[src/rtl/rx_pkg.sv]
// Shared definitions for the serial receiver frame path: frame sequencer
// states, default framing constants used by the capture registers and the
// CRC checker, and a saturating statistics increment.
package rx_pkg;

    typedef enum logic [1:0] {
        HUNT    = 2'd0,
        PAYLOAD = 2'd1,
        CRC     = 2'd2,
        CHECK   = 2'd3
    } rx_state_e;

    localparam int         RX_SYNC_BITS    = 8;
    localparam logic [7:0] RX_SYNC_WORD    = 8'h03;
    localparam int         RX_PAYLOAD_BITS = 96;
    localparam int         RX_CRC_BITS     = 16;

    // Statistics counters stick at all-ones instead of wrapping.
    function automatic logic [7:0] sat_inc8(input logic [7:0] v);
        logic [7:0] r;
        if (v == 8'hFF) begin
            r = v;
        end else begin
            r = v + 8'd1;
        end
        return r;
    endfunction

endpackage

[src/rtl/rx_sync_det.sv]
// Sync word hunter. Keeps the most recent SYNC_BITS-1 received bits and
// compares them, together with the bit on the input right now, against the
// sync pattern, so a match is flagged on the edge that samples the last
// sync bit. The oldest bit of a full SYNC_BITS window falls out on the
// very shift that would store it, so only SYNC_BITS-1 history bits are kept.
module rx_sync_det
    import rx_pkg::*;
#(
    parameter int                   SYNC_BITS = RX_SYNC_BITS,
    parameter logic [SYNC_BITS-1:0] SYNC_WORD = RX_SYNC_WORD
) (
    input  logic i_clck,
    input  logic i_clr,
    input  logic i_shift,
    input  logic i_x,
    output logic o_match
);

    localparam int HIST_W = SYNC_BITS - 1;

    logic [HIST_W-1:0]    r_hist;
    logic [SYNC_BITS-1:0] w_next;

    assign w_next  = {r_hist, i_x};
    assign o_match = (w_next == SYNC_WORD);

    // History register: cleared on request, otherwise shifts x in at the LSB.
    always_ff @(posedge i_clck) begin
        if (i_clr) begin
            r_hist <= {HIST_W{1'b0}};
        end else if (i_shift) begin
            r_hist <= w_next[HIST_W-1:0];
        end else begin
            r_hist <= r_hist;
        end
    end

endmodule

[src/rtl/rx_frame_ctrl.sv]
// Frame sequencer for the serial receiver. Hunts the sync word, then steps
// through the payload/FEC field and the CRC field driving the capture
// register shift enables, gives the external CRC checker one cycle to
// settle, and records the verdict plus saturating frame/error statistics.
module rx_frame_ctrl
    import rx_pkg::*;
#(
    parameter int                   SYNC_BITS    = RX_SYNC_BITS,
    parameter logic [SYNC_BITS-1:0] SYNC_WORD    = RX_SYNC_WORD,
    parameter int                   PAYLOAD_BITS = RX_PAYLOAD_BITS,
    parameter int                   CRC_BITS     = RX_CRC_BITS
) (
    input  logic       clck,
    input  logic       start,
    input  logic       x,
    input  logic       abort,
    input  logic       crc_zero,
    output logic       pay_sh,
    output logic       crc_sh,
    output logic       crc_calc_en,
    output logic       crc_clr,
    output logic       busy,
    output logic       done,
    output logic       status,
    output logic [7:0] frame_cnt,
    output logic [7:0] err_cnt
);

    localparam int MAX_BITS = (PAYLOAD_BITS > CRC_BITS) ? PAYLOAD_BITS : CRC_BITS;
    localparam int CNT_W    = $clog2(MAX_BITS);
    localparam logic [CNT_W-1:0] PAY_LAST = CNT_W'(PAYLOAD_BITS - 1);
    localparam logic [CNT_W-1:0] CRC_LAST = CNT_W'(CRC_BITS - 1);

    rx_state_e        r_state;
    rx_state_e        w_next_state;
    logic [CNT_W-1:0] r_cnt;
    logic             w_match;
    logic             w_complete;
    logic             w_sync_clr;
    logic             r_done;
    logic             r_status;
    logic [7:0]       r_frame_cnt;
    logic [7:0]       r_err_cnt;

    // The hunter only runs in HUNT; holding it clear elsewhere guarantees
    // every hunt starts from an all-zero history.
    assign w_sync_clr = start | (r_state != HUNT);

    rx_sync_det #(
        .SYNC_BITS (SYNC_BITS),
        .SYNC_WORD (SYNC_WORD)
    ) u_sync_det (
        .i_clck  (clck),
        .i_clr   (w_sync_clr),
        .i_shift (r_state == HUNT),
        .i_x     (x),
        .o_match (w_match)
    );

    // State register.
    always_ff @(posedge clck) begin
        if (start) begin
            r_state <= HUNT;
        end else begin
            r_state <= w_next_state;
        end
    end

    // Next-state decode; abort beats both field completion and frame completion.
    always_comb begin
        w_next_state = r_state;
        w_complete   = 1'b0;
        case (r_state)
            HUNT: begin
                if (w_match) begin
                    w_next_state = PAYLOAD;
                end else begin
                    w_next_state = HUNT;
                end
            end
            PAYLOAD: begin
                if (abort) begin
                    w_next_state = HUNT;
                end else if (r_cnt == PAY_LAST) begin
                    w_next_state = CRC;
                end else begin
                    w_next_state = PAYLOAD;
                end
            end
            CRC: begin
                if (abort) begin
                    w_next_state = HUNT;
                end else if (r_cnt == CRC_LAST) begin
                    w_next_state = CHECK;
                end else begin
                    w_next_state = CRC;
                end
            end
            CHECK: begin
                if (abort) begin
                    w_next_state = HUNT;
                end else begin
                    w_next_state = HUNT;
                    w_complete   = 1'b1;
                end
            end
            default: begin
                w_next_state = HUNT;
            end
        endcase
    end

    // Bit counter: restarts on every state change, counts inside the fields.
    always_ff @(posedge clck) begin
        if (start) begin
            r_cnt <= {CNT_W{1'b0}};
        end else if (w_next_state != r_state) begin
            r_cnt <= {CNT_W{1'b0}};
        end else if ((r_state == PAYLOAD) || (r_state == CRC)) begin
            r_cnt <= r_cnt + {{(CNT_W-1){1'b0}}, 1'b1};
        end else begin
            r_cnt <= {CNT_W{1'b0}};
        end
    end

    // Frame verdict, completion pulse and saturating statistics.
    always_ff @(posedge clck) begin
        if (start) begin
            r_done      <= 1'b0;
            r_status    <= 1'b0;
            r_frame_cnt <= 8'd0;
            r_err_cnt   <= 8'd0;
        end else begin
            r_done <= w_complete;
            if (w_complete) begin
                r_status    <= crc_zero;
                r_frame_cnt <= sat_inc8(r_frame_cnt);
                if (!crc_zero) begin
                    r_err_cnt <= sat_inc8(r_err_cnt);
                end else begin
                    r_err_cnt <= r_err_cnt;
                end
            end else begin
                r_status    <= r_status;
                r_frame_cnt <= r_frame_cnt;
                r_err_cnt   <= r_err_cnt;
            end
        end
    end

    // Enables depend on state alone, so x never reaches an output combinationally.
    assign pay_sh      = (r_state == PAYLOAD);
    assign crc_sh      = (r_state == CRC);
    assign crc_calc_en = (r_state == PAYLOAD) || (r_state == CRC);
    assign crc_clr     = (r_state == HUNT);
    assign busy        = (r_state != HUNT);
    assign done        = r_done;
    assign status      = r_status;
    assign frame_cnt   = r_frame_cnt;
    assign err_cnt     = r_err_cnt;

endmodule

[config.mk]
export PLATFORM = sky130hd
export DESIGN_NAME = rx_frame_ctrl
export DESIGN_NICKNAME = d
export VERILOG_FILES = /design/src/rtl/rx_pkg.sv /design/src/rtl/rx_sync_det.sv /design/src/rtl/rx_frame_ctrl.sv
export SDC_FILE = /design/constraint.sdc
export NUM_CORES = 1
export LEC_CHECK = 0
export CELL_PAD_IN_SITES_DETAIL_PLACEMENT = 0
export CELL_PAD_IN_SITES_GLOBAL_PLACEMENT = 1
export CORE_MARGIN = 1
export CORE_UTILIZATION = 36
export CTS_BUF_LIST = sky130_fd_sc_hd__clkbuf_16
export DETAILED_ROUTE_END_ITERATION = 8
export HOLD_SLACK_MARGIN = 0.08
export PLACE_DENSITY_LB_ADDON = 0.1
export SLEW_MARGIN = 20
export SYNTH_ARGS = -nofsm -noshare
export SYNTH_HDL_FRONTEND = slang
export SYNTH_HIERARCHICAL = 1
export SYNTH_SLANG_ARGS = --single-unit
[constraint.sdc]
create_clock -name clck -period 2.4 [get_ports clck]
set_clock_uncertainty 0.15 [all_clocks]
set_input_delay 0.36 -clock clck [delete_from_list [all_inputs] [get_ports clck]]
set_output_delay 0.36 -clock clck [all_outputs]
set_load 0.05 [all_outputs]
==> results of run 1 <==
state kept, by name, summed over array words and instances, names as in the netlist:
register and flops:
u_sync_det/r_hist 7, done 1, status 1, r_cnt 7, r_state 2, frame_cnt 8, err_cnt 8
path summary, 6_finish.rpt:
kind | slack, ns | endpoint | cells after the start | from
worst min-delay path | 0.32 | r_cnt[0] | 1 | r_cnt[0]
worst max-delay path | 0.10 | r_cnt[3] | 8 | r_state[1]
worst max register to register | 0.10 | r_cnt[3] | 8 | r_state[1]
worst min register to register | 0.32 | r_cnt[0] | 1 | r_cnt[0]
layout by cell type, fill, tap and decap left out, drive strengths merged, types with 7 or more instances in the layout:
cell / n
clkdlybuf4s50: 23
buf: 16
ha: 7
nand2: 7
mux2i: 11
nor2: 33
dfxtp: 34
nand3: 7
xor2: 11
inv: 10
power by group through the flow:
| stage | combinational [W] | sequential [W] | clock, W |
|---|---|---|---|
| global placement | 0.0000518 | 0.000584 | 0 |
| finish | 0.0000531 | 0.000572 | 0.000571 |
| detailed placement | 0.0000524 | 0.000584 | 0 |
| global route | 0.0000581 | 0.000571 | 0.000619 |
| CTS | 0.0000528 | 0.000572 | 0.000593 |
| floorplan | 0.0000325 | 0.000583 | 0 |
layout make-up:
cell class / instances / area [um^2]
multi-input combinational: 122 / 897
fill: 389 / 1980
inverter: 8 / 30.0
clock inverter: 2 / 7.51
sequential: 34 / 686
tap: 50 / 62.6
clock buffer: 5 / 125
timing repair buffer: 39 / 354
cell families (layout without fill, tap and decap cells):
family | Yosys count | count (layout)
AOI/OAI and AO/OA | 15 | 15
xor gates and xnor gates | 17 | 17
adders and majority gates | 7 | 7
buffers and inverters | 12 | 54
DFF | 34 | 34
muxes | 11 | 11
and+or+nand+nor | 72 | 72
per-layer routing:
layer | share of wire, % | wire length, um | track usage, % | up-vias
li1 | - | - | - | 671
met3 | 3.7 | 112 | 4.44 | 4
met2 | 46 | 1390 | 24.6 | 25
met4 | 1.1 | 34 | 6.12 | 0
met1 | 49 | 1500 | 18.7 | 569
met5 | 0 | 0 | 0 | -
metrics by stage:
stage / hold slack, ns / TNS [ns]
6_report: 0.323 / 0
5_1_grt: 0.366 / 0
4_1_cts: 0.327 / 0
3_5_place_dp: 0.313 / -1.43
3_3_place_gp: 0.312 / -1.11
2_1_floorplan: 0.289 / 0
repair_timing:
action / 4_1_cts / 5_1_grt
setup buffers: 0 / 0
setup endpoints to repair: 0 / 7
hold endpoints to repair: 0 / 0
gates resized for setup: 0 / 3
critical path, delay by kind of cell (launching register included):
family                   cells  cell delay (ns)
AND/OR/NAND/NOR              3             0.87
AO/OA/AOI/OAI                2             0.44
flip-flops                   1             0.36
buffers and inverters        2             0.25
adder cells (fa/ha/maj)      1             0.17
==> impl_metrics.json, run 1 <==
{
  "placed_cells": 253,
  "vdd_drop_max_mv": 0.291,
  "cts-root-buf": "clkbuf_16",
  "cts_sinks": 34,
  "hold_path_class": "flip-flop to flip-flop",
  "die_w_um": 68.9,
  "final_util_pct": 52.2,
  "cts_made_buffers": 5,
  "track_usage_pct": 15.2,
  "synth.avg_cell_area_um2": 9.60,
  "synth_top_family_by_area": "simple AND/OR/NAND/NOR gates",
  "ys_ff_latch": 34,
  "p_int_w": 0.000961,
  "overflow": 0,
  "cts_tree": "built",
  "crit_path_max_incr_delay_ns": 0.53,
  "synth-xor-area-share_pct": 9.23,
  "dieArea_mm2": 0.00475,
  "synth_nets": 180,
  "place_congestion": 0.798,
  "worst_slew_pin_slew_ns": 0.505,
  "combPwrFrac_pct": 4.4,
  "yosys.area_share.simple_pct": 24.0,
  "total_power_w": 0.00120,
  "rsz0062_at_grt": "false",
  "power.share.clock_pct": 47.8,
  "required_ns": 2.46,
  "pwr-share-seq_pct": 47.8,
  "grt_max_degree": 22,
  "cp_slowest_cell": "or4_1",
  "synthArstFlopShare_pct": 0,
  "drc": 0,
  "post-synth-top-count-cell": "dfxtp_1",
  "worstPathCellList": "inv_1 > ha_4 > or2_4 > a2111oi_4 > o211ai_1 > or4_1 > buf_6 > nor2_2",
  "n_antenna_cell": 0,
  "yosysWarnings": 6,
  "power.switching_w": 0.000235,
  "coreArea_mm2": 0.00414,
  "worst_slack_ns": 0.103,
  "final_cell_area_mm2": 0.00216,
  "netlist_top_cells_count": "34 x dfxtp_1, 26 x nor2_1, 11 x mux2i_1, 11 x xor2_1, 8 x inv_1",
  "pre_cts_ws_ns": -0.203,
  "placed_area_mm2": 0.00202,
  "ys_top_cells_by_area": "dfxtp_1 42%, mux2i_1 6.8%, nor2_1 6.1%, xor2_1 6.0%, ha_1 5.4%",
  "finalNonFillerCells": 260,
  "cp.arrival_ns": 2.35,
  "grt_pass1_vias": 1228,
  "ant_nets": 0,
  "synth_compound_area_share_pct": 8.77,
  "setup_violations": 0,
  "syn2layout_area_growth_pct": 34.1,
  "slew_violations": 0,
  "status": "complete, no violations",
  "cellLeakagePower_nw": 0.870,
  "clock_latency_ns": 0.27,
  "fp-row-count": 23,
  "start_util_pct": 38.9,
  "finalHoldViolCount": 0,
  "cap_violations": 0,
  "antenna_found_initial": 0,
  "synth_edf_count": 0,
  "dr.pass1.iters": 4,
  "first_iter_violations": 64,
  "path_clk_slew_ns": 0.05,
  "syn_area_mm2": 0.00161,
  "clock.fmax_mhz": 435,
  "powerDensity_mw_per_mm2": 553,
  "clock_path_buffers": 2,
  "synthAdderAreaFrac_pct": 5.43,
  "cts_hold_buffers": 0,
  "slew_headroom_pct": 66.2,
  "power_switching_share_pct": 19.6,
  "yosys.area.top_type": "dfxtp_1",
  "vias_per_cell": 4.88,
  "die_h_um": 68.9,
  "ios": 28,
  "critPathLaunchType": "flip-flop",
  "synth_cell_type_count": 39,
  "drive_gt1_share_pct": 18.1,
  "period_needed_ns": 2.30,
  "h-tree-depth": 2,
  "yosys_most_used_dff": "dfxtp_1",
  "final.period_utilization_pct": 95.7,
  "drt_wl_total_um": 3040,
  "synth_top_area_share_pct": 42.2,
  "ys_seq_area_share_pct": 42.2,
  "grt_pass1_wl_um": 5360,
  "vias": 1269,
  "wire_per_inst_um": 11.7,
  "path_max_fanout": 7,
  "place_hpwl_um": 2220,
  "netlist_instances": 168,
  "nets": 222,
  "cp-end-kind": "flip-flop",
  "portBuffers": 27,
  "synthMuxAreaShare_pct": 6.83,
  "worstSetupPathType": "flip-flop to flip-flop"
}
(Power assumes the default switching activity.)
==> inputs of run 2 (changes only) <==
- GPL_ROUTABILITY_DRIVEN: not set -> 1
==> results of run 2 <==
Same layout as run 1: the final DEF is identical, and so are final timing and power.
